<file path="config.mk">
export PLATFORM = sky130hd
export DESIGN_NAME = hazard_ctrl
export DESIGN_NICKNAME = d
export VERILOG_FILES = /design/src/rtl/hazard_pkg.sv /design/src/rtl/hazard_fwd_sel.sv /design/src/rtl/hazard_ctrl.sv
export SDC_FILE = /design/constraint.sdc
export NUM_CORES = 1
export LEC_CHECK = 0
export ABC_AREA = 0
export BUFFER_PORTS_ARGS = -buffer_cell sky130_fd_sc_hd__buf_2
export CAP_MARGIN = 40
export CORE_MARGIN = 4
export CORE_UTILIZATION = 43
export DETAILED_ROUTE_END_ITERATION = 8
export HOLD_SLACK_MARGIN = 0.12
export PLACE_DENSITY = 0.76
export RECOVER_POWER = 25
export SYNTH_ARGS = -nofsm -noshare
export SYNTH_HDL_FRONTEND = slang
export SYNTH_SLANG_ARGS = --single-unit
</file>
<file path="constraint.sdc">
create_clock -name clk -period 2 [get_ports clk]
set_clock_uncertainty 0.15 [all_clocks]
set_input_delay 0.1 -clock clk [delete_from_list [all_inputs] [get_ports clk]]
set_output_delay 0.1 -clock clk [all_outputs]
set_load 0.01 [all_outputs]
</file>
<file path="src/rtl/hazard_pkg.sv">
// Shared encodings for the hazard unit: forward-select codes, FSM states,
// and the width of the multi-cycle occupancy counter.
package hazard_pkg;

    localparam logic [1:0] FWD_RF  = 2'b00;
    localparam logic [1:0] FWD_WB  = 2'b01;
    localparam logic [1:0] FWD_MEM = 2'b10;

    localparam int MC_CNT_W = 4;

    typedef enum logic {
        RUN     = 1'b0,
        MC_BUSY = 1'b1
    } state_t;

endpackage

</file>
<file path="src/rtl/hazard_fwd_sel.sv">
// Forwarding mux select for one Execute operand; purely combinational.
// Memory-stage result wins over Writeback; x0 is never forwarded.
module hazard_fwd_sel
    import hazard_pkg::*;
#(
    parameter int REG_AW = 5
) (
    input  logic [REG_AW-1:0] rs_e,
    input  logic [REG_AW-1:0] rd_m,
    input  logic [REG_AW-1:0] rd_w,
    input  logic              regwrite_m,
    input  logic              regwrite_w,
    output logic [1:0]        fwd_sel
);

    always_comb begin
        fwd_sel = FWD_RF;
        if (regwrite_m && (rd_m != '0) && (rd_m == rs_e)) begin
            fwd_sel = FWD_MEM;
        end else if (regwrite_w && (rd_w != '0) && (rd_w == rs_e)) begin
            fwd_sel = FWD_WB;
        end
    end

endmodule

</file>
<file path="src/rtl/hazard_ctrl.sv">
// Pipeline hazard control: operand forwarding, load-use stall, branch flush,
// multi-cycle Execute hold (MC_LAT cycles) and a saturating stall counter.
module hazard_ctrl
    import hazard_pkg::*;
#(
    parameter int REG_AW = 5,
    parameter int MC_LAT = 4,
    parameter int CNT_W  = 16
) (
    input  logic              clk,
    input  logic              rst,
    input  logic [REG_AW-1:0] rs1_d,
    input  logic [REG_AW-1:0] rs2_d,
    input  logic [REG_AW-1:0] rs1_e,
    input  logic [REG_AW-1:0] rs2_e,
    input  logic [REG_AW-1:0] rd_e,
    input  logic              regwrite_e,
    input  logic              load_e,
    input  logic              mc_e,
    input  logic              pcsrc_e,
    input  logic [REG_AW-1:0] rd_m,
    input  logic [REG_AW-1:0] rd_w,
    input  logic              regwrite_m,
    input  logic              regwrite_w,
    output logic [1:0]        forward_a_e,
    output logic [1:0]        forward_b_e,
    output logic              stall_f,
    output logic              stall_d,
    output logic              stall_e,
    output logic              flush_d,
    output logic              flush_e,
    output logic              mc_busy,
    output logic [CNT_W-1:0]  stall_cnt
);

    localparam logic [MC_CNT_W-1:0] MC_INIT = MC_CNT_W'(MC_LAT - 2);

    state_t                state_q, state_d;
    logic [MC_CNT_W-1:0]   mc_cnt_q, mc_cnt_d;
    logic [CNT_W-1:0]      stall_cnt_q, stall_cnt_d;
    logic [1:0]            fwd_a, fwd_b;
    logic                  load_use;
    logic                  st_f, st_d, st_e, fl_d, fl_e, busy;
    logic                  unused_regwrite_e;

    assign unused_regwrite_e = regwrite_e;

    hazard_fwd_sel #(.REG_AW(REG_AW)) u_fwd_a (
        .rs_e       (rs1_e),
        .rd_m       (rd_m),
        .rd_w       (rd_w),
        .regwrite_m (regwrite_m),
        .regwrite_w (regwrite_w),
        .fwd_sel    (fwd_a)
    );

    hazard_fwd_sel #(.REG_AW(REG_AW)) u_fwd_b (
        .rs_e       (rs2_e),
        .rd_m       (rd_m),
        .rd_w       (rd_w),
        .regwrite_m (regwrite_m),
        .regwrite_w (regwrite_w),
        .fwd_sel    (fwd_b)
    );

    assign load_use = load_e && (rd_e != '0) && ((rd_e == rs1_d) || (rd_e == rs2_d));

    // Branch beats multi-cycle start beats load-use; a multi-cycle start
    // stalls Execute so it must never flush it in the same cycle.
    always_comb begin
        state_d  = state_q;
        mc_cnt_d = mc_cnt_q;
        st_f     = 1'b0;
        st_d     = 1'b0;
        st_e     = 1'b0;
        fl_d     = 1'b0;
        fl_e     = 1'b0;
        busy     = 1'b0;
        case (state_q)
            RUN: begin
                if (pcsrc_e) begin
                    fl_d = 1'b1;
                    fl_e = 1'b1;
                end else if (mc_e) begin
                    st_f     = 1'b1;
                    st_d     = 1'b1;
                    st_e     = 1'b1;
                    state_d  = MC_BUSY;
                    mc_cnt_d = MC_INIT;
                end else if (load_use) begin
                    st_f = 1'b1;
                    st_d = 1'b1;
                    fl_e = 1'b1;
                end
            end
            MC_BUSY: begin
                st_f = 1'b1;
                st_d = 1'b1;
                st_e = 1'b1;
                busy = 1'b1;
                if (mc_cnt_q == '0) begin
                    state_d = RUN;
                end else begin
                    mc_cnt_d = mc_cnt_q - MC_CNT_W'(1);
                end
            end
            default: begin
                state_d  = RUN;
                mc_cnt_d = '0;
            end
        endcase
    end

    always_comb begin
        stall_cnt_d = stall_cnt_q;
        if (st_f && (stall_cnt_q != '1)) begin
            stall_cnt_d = stall_cnt_q + CNT_W'(1);
        end
    end

    always_ff @(posedge clk or negedge rst) begin
        if (!rst) begin
            state_q     <= RUN;
            mc_cnt_q    <= '0;
            stall_cnt_q <= '0;
        end else begin
            state_q     <= state_d;
            mc_cnt_q    <= mc_cnt_d;
            stall_cnt_q <= stall_cnt_d;
        end
    end

    // Outputs depend on live inputs, so hold them quiet while reset is low.
    assign forward_a_e = rst ? fwd_a : FWD_RF;
    assign forward_b_e = rst ? fwd_b : FWD_RF;
    assign stall_f     = rst & st_f;
    assign stall_d     = rst & st_d;
    assign stall_e     = rst & st_e;
    assign flush_d     = rst & fl_d;
    assign flush_e     = rst & fl_e;
    assign mc_busy     = rst & busy;
    assign stall_cnt   = stall_cnt_q;

endmodule

</file>
==> impl_metrics.toml, run 1 <==
[placement]
dp_slack_ns = -0.0580
io_buffers = 67
hpwl_um = 3200
dp.cells = 291
gp_congestion = 0.836

[layout]
num_antenna_cells = 0
fillers = 315
area_growth_pct = 42.6
finalNetCount = 296
final_cell_mix = "buf_2 (66), xor2_1 (38), dfrtp_1 (20)"
multi_input_area_um2 = 1130
layout-drive-gt1-share = 0.444
final_cells = 298
layout_commonest_cell = "buf_2"
ff_latch_area_um2 = 527
fin_util = 0.630

[global_route]
grt_start_max_net_pins = 29
antenna_found_initial = 0
track_usage = 0.170
grt_pass1_wl_um = 6870
grt-ovfl-total = 0
grt_pass1_vias = 1540

[logic_synthesis]
synthFlopType = "dfrtp_1"
async_flop_share = 1.00
netlist.area_leader.share = 0.325
synth-edff-count = 0
yosysSeqAreaShare = 0.325
synthTopCellsByArea = "dfrtp_1 (32%), xor2_1 (21%), nor4_4 (5.3%)"
postSynthCellCount = 166
ys_ff_latch = 21
yosysTopAreaCell = "dfrtp_1"
syn_area_per_cell_um2 = 9.75
syn_nets = 211
ys_warn_count = 0
synth_cell_type_count = 40
synth_area_um2 = 1620

[drt]
drt-initial-drc-count = 18
dr_total_vias = 1509
firstDrtPassIters = 4
ant_nets = 0
routed_wl_um = 4190
viasPerCell = 5.06
post_drt_wl_per_cell_um = 14.1
drc_errors = 0

[floorplanning]
start_util = 0.442
die_h_um = 69.3
die_w_um = 69.3
num_rows = 22
core_um2 = 3660
io_pins = 69
die_area_um2 = 4810

[setup_path]
crit_path_start_kind = "flip-flop"
cp_common_cell = "and3_4"
crit_type = "reg -> reg"
cp.required_ns = 2.01
path_cells = "and4_1, and2_4, and3_4, and3_4, buf_12, nor2_4, mux2_4"
path_delay_family = "simple AND/OR/NAND/NOR gates"
worstPathBufferInverterCount = 1
cpMaxStageDelayCell = "dfrtp_1"
crit_arrival_ns = 1.97
slowest_delay_ns = 0.39
cp-end-kind = "flip-flop"
cp_max_fo = 8

[sta]
drv_slew = 0
period_minus_slack_ns = 1.96
tns_ns = 0
worst_slack_ns = 0.0413
finalHoldViolCount = 0
slew_headroom = 0.556
fin_crit_sh = 0.979
fmax_mhz = 511
rsz0062_at_grt = "no"
tightest_slew_ns = 0.659
setup_viol = 0

[clock_network]
cts_tree = "yes"
clk_latency_ns = 0.27
cts_buffers = 3
clockBufferDepth = 2
cts_sinks = 21
cts_root_buf = "clkbuf_8"
htreeDepth = 1
path_clk_slew_ns = 0.08

[power_and_ir_drop]
finalPower_mw = 2.09
cellPowerDensity_nw_per_um2 = 907
irDropWorstVdd_mv = 0.489
leakage_nw = 1.10

[outcome]
status = "finished clean"

[flow_run]
cap_violations = 0

[hold_path]
min_path_type = "in -> async"
==> cells in the mapped netlist, types with 2 or more instances <==
cell and count:
a21oi_1 2, a31oi_1 2, and2_1 3, and3_1 2
and4_1 2, buf_6 3, clkbuf_1 3, dfrtp_1 21
ha_1 2, inv_1 3, nand2_1 10, nand3_1 7
nand4_1 4, nor2_1 6, nor2b_1 3, nor3_1 7
nor3b_1 5, nor4_1 4, nor4_4 4, nor4b_1 2
o21ai_0 5, or4_1 5, xnor2_1 7, xor2_1 38
==> power by group <==
part	total (mW)	internal, mW	switching, mW
Sequential	0.677	0.567	0.110
Clock	0.287	0.139	0.147
Combinational	1.13	0.551	0.578
Total	2.09	1.26	0.836
==> cell type report <==
cell class / count / share of cell area
Multi-Input combinational cell: 135 / 0.488
Timing Repair Buffer: 87 / 0.233
Sequential cell: 21 / 0.228
Tap cell: 48 / 0.0260
Clock buffer: 3 / 0.0179
Inverter: 3 / 0.00488
Clock inverter: 1 / 0.00217
==> flip-flops by register name (all words and copies together) (netlist names) <==
register	flops
state_q	1
mc_cnt_q	4
stall_cnt	16
==> metal layers <==
layer  routed length [um]  vias to the layer above  global-route usage
li1                     -                      760                   -
met5                    0                        -                   0
met1                 1810                      701               0.220
met4                   46                        0              0.0477
met3                  188                        5              0.0333
met2                 2140                       43               0.288
==> worst paths after layout <==
kind                               start       endpoint  slack [ns]  cells past startpoint
max reg2reg                 stall_cnt[7]   stall_cnt[1]        0.04                      7
max in group asynchronous            rst   stall_cnt[5]        1.26                      2
min                                  rst   stall_cnt[6]        0.18                      2
min in group clk                  load_e  stall_cnt[12]        0.29                      5
max                         stall_cnt[7]   stall_cnt[1]        0.04                      7
min reg2reg                stall_cnt[11]  stall_cnt[11]        0.36                      1
==> cells by family (layout without fill, tap and decap cells) <==
| logic type | Yosys count | in the layout | share of synthesized area |
|---|---|---|---|
| DFF | 21 | 21 | 0.325 |
| xor gates and xnor gates | 45 | 45 | 0.244 |
| and+or+nand+nor | 72 | 72 | 0.307 |
| buffers and inverters | 10 | 94 | 0.0394 |
| muxes | 1 | 1 | 0.00696 |
| adders and majority gates | 2 | 2 | 0.0155 |
| AOI/OAI and AO/OA | 15 | 15 | 0.0626 |
==> metrics by stage <==
step,cell area (um2),hold WS (ns)
after floorplan,1630,-0.346
after global placement,2130,0.000898
after detailed placement,2130,0.00103
after CTS,2230,0.240
after global routing,2310,0.244
final,2310,0.180
==> timing repair <==
item                                    in CTS  in global routing
pin swaps                                    0                  8
buffers inserted                             0                  1
endpoints found under the setup margin       3                 12
hold buffers                                 3                  0
hold endpoints to repair                    24                  0
cloned                                       0                  0
resized for setup                            4                 14
Power figures use the tool's default switching activity.
==> run 2: changes to the inputs <==
--- a/config.mk
+++ b/config.mk
@@ -9,9 +9,10 @@
 export BUFFER_PORTS_ARGS = -buffer_cell sky130_fd_sc_hd__buf_2
 export CAP_MARGIN = 40
 export CORE_MARGIN = 4
-export CORE_UTILIZATION = 43
+export CORE_UTILIZATION = 45
 export DETAILED_ROUTE_END_ITERATION = 8
 export HOLD_SLACK_MARGIN = 0.12
+export MAX_ROUTING_LAYER = met4
 export PLACE_DENSITY = 0.76
 export RECOVER_POWER = 25
 export SYNTH_ARGS = -nofsm -noshare
==> constraint.sdc (replaced) <==
create_clock -name clk -period 2.3 [get_ports clk]
set_clock_uncertainty 0.15 [all_clocks]
set_input_delay 0.115 -clock clk [delete_from_list [all_inputs] [get_ports clk]]
set_output_delay 0.115 -clock clk [all_outputs]
set_load 0.01 [all_outputs]
==> run 2 against run 1 <==
Register-to-register slack improved by 0.12 ns. Largest power group unchanged. Sequential power fell by 13%. Highest routed layer unchanged. Critical endpoint unchanged. Final area fell by 9.3%. Largest cell class unchanged.
==> impl_metrics.toml, run 2 (same netlist as run 1, synthesis figures left out) <==
[sta]
rsz0062_at_grt = "no"
tns_ns = 0
tightest_slew_ns = 0.408
slew_headroom = 0.728
setup_viol = 0
drv_slew = 0
fmax_mhz = 468
finalHoldViolCount = 0
period_minus_slack_ns = 2.14
fin_crit_sh = 0.930

[global_route]
track_usage = 0.180
grt_start_max_net_pins = 29
grt_pass1_vias = 1430
antenna_found_initial = 0
grt-ovfl-total = 0
grt_pass1_wl_um = 6230

[setup_path]
cp.required_ns = 2.34
worstPathBufferInverterCount = 0
slowest_delay_ns = 0.40
path_delay_family = "simple AND/OR/NAND/NOR gates"
reg2reg_from = "stall_cnt[6]"
cp-end-kind = "flip-flop"
worstReg2RegEnd = "stall_cnt[1]"
cpMaxStageDelayCell = "dfrtp_1"
cp_max_fo = 8
ff2ff_path_depth = 6
reg2reg_slack_ns = 0.16
crit_arrival_ns = 2.18
path_cells = "and4_1, and2_4, and3_4, and3_1, nor2_1, mux2_2"
path_depth = 6
crit_type = "reg -> reg"
crit_path_start_kind = "flip-flop"

[outcome]
status = "finished clean"

[clock_network]
cts_buffers = 3
clockBufferDepth = 2
cts_sinks = 21
htreeDepth = 1
cts_tree = "yes"
path_clk_slew_ns = 0.12
cts_root_buf = "clkbuf_4"
cts_setup_buffers = 0
ctsResizeCount = 0
clk_latency_ns = 0.30

[drt]
dr_total_vias = 1467
post_drt_wl_per_cell_um = 12.9
firstDrtPassIters = 4
drc_errors = 0
routed_wl_um = 3730
drt-initial-drc-count = 67
viasPerCell = 5.08
ant_nets = 0

[power_and_ir_drop]
leakage_nw = 1.02
cellPowerDensity_nw_per_um2 = 754
irDropWorstVdd_mv = 0.374

[floorplanning]
die_w_um = 68.0
start_util = 0.474
num_rows = 21
die_area_um2 = 4620
core_um2 = 3420
die_h_um = 68.0
io_pins = 69

[layout]
finalNetCount = 289
final_cell_mix = "buf_2 (66), xor2_1 (38), dfrtp_1 (21)"
layout-drive-gt1-share = 0.370
area_growth_pct = 29.3
layout_commonest_cell = "buf_2"
largest_reg_flops = 16
final_cells = 289
num_antenna_cells = 0
fillers = 313

[flow_run]
cap_violations = 0

[placement]
dp.cells = 281
io_buffers = 67
hpwl_um = 3150
gp_congestion = 0.769

[hold_path]
min_path_type = "in -> async"
run 2: per-layer routing:
layer  vias to the layer above  GRT usage  wire, um
met5                         -          -         0
met4                         0     0.0298        18
met3                         2     0.0427       222
met2                        43      0.306      1950
met1                       676      0.221      1530
li1                        746          -         -
run 2: layout make-up:
cell class / count / area, um2 / share of cell area
clock inverter: 1 / 5.00 / 0.00239
timing repair buffer: 80 / 442 / 0.211
clock buffer: 3 / 22.5 / 0.0108
tap: 46 / 57.6 / 0.0275
sequential: 21 / 526 / 0.251
inverter: 3 / 11.3 / 0.00538
multi-input combinational: 135 / 1030 / 0.492
run 2: worst max path at each step:
stage,to,startpoint
floorplan,stall_cnt[1],stall_cnt[5]
global placement,stall_cnt[1],stall_cnt[8]
detailed placement,stall_cnt[1],stall_cnt[6]
CTS,stall_cnt[1],stall_cnt[8]
global route,stall_cnt[9],stall_cnt[8]
finish,stall_cnt[1],stall_cnt[6]
run 2: worst register-to-register path: cells and delay by family (launching register included):
family / cells / cell delay (ns)
and+or+nand+nor: 5 / 1.12
DFF: 1 / 0.40
muxes: 1 / 0.36
run 2: power by group:
group	leakage [nW]	switching [mW]	internal, mW
clock network	0.0177	0.109	0.0648
registers	0.262	0.100	0.491
logic	0.741	0.439	0.373
run 2: stage by stage:
stage | utilization | cell area, um2 | hold WS [ns] | total power [mW] | setup slack [ns]
after floorplan | - | 1620 | -0.331 | 1.11 | 0.232
after global placement | 0.593 | 2030 | 0.0316 | 1.39 | 0.205
after detailed placement | 0.593 | 2030 | 0.0338 | 1.41 | 0.176
after CTS | 0.613 | 2090 | 0.224 | 1.60 | 0.153
after global routing | 0.612 | 2090 | 0.304 | 1.73 | 0.0497
final | 0.612 | 2090 | 0.283 | 1.58 | 0.161
run 2: what timing repair did:
item                       4_1_cts  5_1_grt
setup endpoints to repair        0        0
hold buffers                     4        0
hold endpoints to repair        24        0
==> run 3: changes to the inputs <==
==> constraint.sdc (replaced) <==
create_clock -name clk -period 2.3 [get_ports clk]
set_clock_uncertainty 0.15 [all_clocks]
set_input_delay 0.345 -clock clk [delete_from_list [all_inputs] [get_ports clk]]
set_output_delay 0.345 -clock clk [all_outputs]
set_load 0.01 [all_outputs]
==> run 3 against run 2 <==
Highest routed layer unchanged. Via count rose by 2.1%. Register-to-register slack barely moved. Final area fell by 0.42%. Hold slack got worse by 0.043 ns. Clock-buffer cell count did not move.
==> impl_metrics.toml, run 3 (same netlist as run 1, synthesis figures left out) <==
[outcome]
status = "finished clean"

[layout]
num_antenna_cells = 0
fin_util = 0.610
final_cells = 287
fillers = 332
final_cell_mix = "buf_2 (67), xor2_1 (38), dfrtp_1 (21)"
final_cell_area_um2 = 2080
area_growth_pct = 28.8
largest_reg_flops = 16
finalNetCount = 287
layout-drive-gt1-share = 0.390
layout_commonest_cell = "buf_2"

[drt]
firstDrtPassIters = 4
ant_nets = 0
dr_total_vias = 1498
drc_errors = 0
viasPerCell = 5.22
post_drt_wl_per_cell_um = 12.8
routed_wl_um = 3680
drt-initial-drc-count = 70

[setup_path]
worstReg2RegEnd = "stall_cnt[1]"
cp-end-kind = "output pin"
cp_max_fo = 8
ff2ff_path_depth = 6
crit_arrival_ns = 1.72
slowest_delay_ns = 0.52
reg2reg_slack_ns = 0.16
cp.required_ns = 1.80
worstPathBufferInverterCount = 2
path_cells = "buf_2, or4_1, o21ai_1, o31a_4, nor2b_1, buf_2"
cpMaxStageDelayCell = "or4_1"
reg2reg_from = "stall_cnt[8]"
path_delay_family = "simple AND/OR/NAND/NOR gates"
cp_common_cell = "buf_2"
crit_path_start_kind = "input port"
crit_type = "in -> out"

[hold_path]
min_path_type = "in -> reg"
hold_end = "mc_cnt_q[3]"
hold_depth = 4
min-delay-start = "mc_e"

[power_and_ir_drop]
finalPower_mw = 1.59
leakage_nw = 1.02
irDropWorstVdd_mv = 0.439
cellPowerDensity_nw_per_um2 = 762

[sta]
drv_slew = 0
worst_slack_ns = 0.0852
setup_viol = 0
finalHoldViolCount = 0
period_minus_slack_ns = 2.21
fin_crit_sh = 0.963
fmax_mhz = 452
rsz0062_at_grt = "no"
tns_ns = 0
slew_headroom = 0.729
tightest_slew_ns = 0.403
whs_ns = 0.240

[clock_network]
clk_latency_ns = 0.31
htreeDepth = 1
path_clk_slew_ns = 0.11
cts_tree = "yes"
cts_sinks = 21
cts_buffers = 3
clockBufferDepth = 2
cts_root_buf = "clkbuf_4"
cts_setup_buffers = 0

[global_route]
track_usage = 0.174
grt_start_max_net_pins = 29
gr-usage-met3 = 0.0443
grt_pass1_vias = 1476
grt_most_used_layer = "met2"
grt-ovfl-total = 0
antenna_found_initial = 0
grt_pass1_wl_um = 6030
grt_use_met1 = 0.191
use_met2 = 0.315

[floorplanning]
core_um2 = 3420
die_area_um2 = 4620
num_rows = 21
io_pins = 69
die_h_um = 68.0
start_util = 0.474
die_w_um = 68.0

[flow_run]
cap_violations = 0

[placement]
place_area_um2 = 2030
dp_slack_ns = -0.0355
dp.cells = 282
gp_congestion = 0.747
io_buffers = 67
hpwl_um = 3070
run 3: power breakdown:
group          switching, mW  internal [mW]  leakage, nW
Sequential             0.101          0.491        0.262
Clock                  0.117         0.0649       0.0177
Combinational          0.438          0.377        0.738
run 3: timing repair:
action                                  in CTS  in global routing
endpoints found under the setup margin       2                  2
hold endpoints to repair                    21                  0
hold buffers                                 1                  0
pin swaps                                    0                  2
resized for setup                            1                  2
run 3: cell type report:
type / count / area, um2 / share of cell area
timing repair buffer: 78 / 420 / 0.202
clock buffer: 3 / 22.5 / 0.0108
multi-input combinational: 135 / 1040 / 0.500
inverter: 3 / 11.3 / 0.00541
tap: 46 / 57.6 / 0.0276
sequential: 21 / 526 / 0.252
clock inverter: 1 / 5.00 / 0.00240
run 3: worst max-delay path by stage:
stage | end | start | slack (ns) | depth (start not counted)
2_1_floorplan | stall_f | rd_e[1] | 0.14 | 6
5_1_grt | stall_d | rd_e[1] | 0.003 | 6
3_5_place_dp | forward_a_e[0] | rd_m[0] | -0.04 | 6
3_3_place_gp | forward_b_e[0] | rd_m[0] | 0.02 | 6
6_report | stall_f | rd_e[1] | 0.09 | 6
4_1_cts | forward_a_e[0] | rd_m[0] | 0.02 | 6
run 3: worst reg2reg max path, stage by stage (launching register included):
cell	delay, ns
dfrtp_1	0.43
and4_1	0.20
and2_4	0.16
and3_4	0.18
and3_1	0.28
nor2_1	0.25
mux2_2	0.36
run 3: per-layer routing:
layer,wire [um],part of all wire
met1,1540,0.42
met2,1890,0.51
met3,210,0.057
met4,34,0.0092
met5,0,0
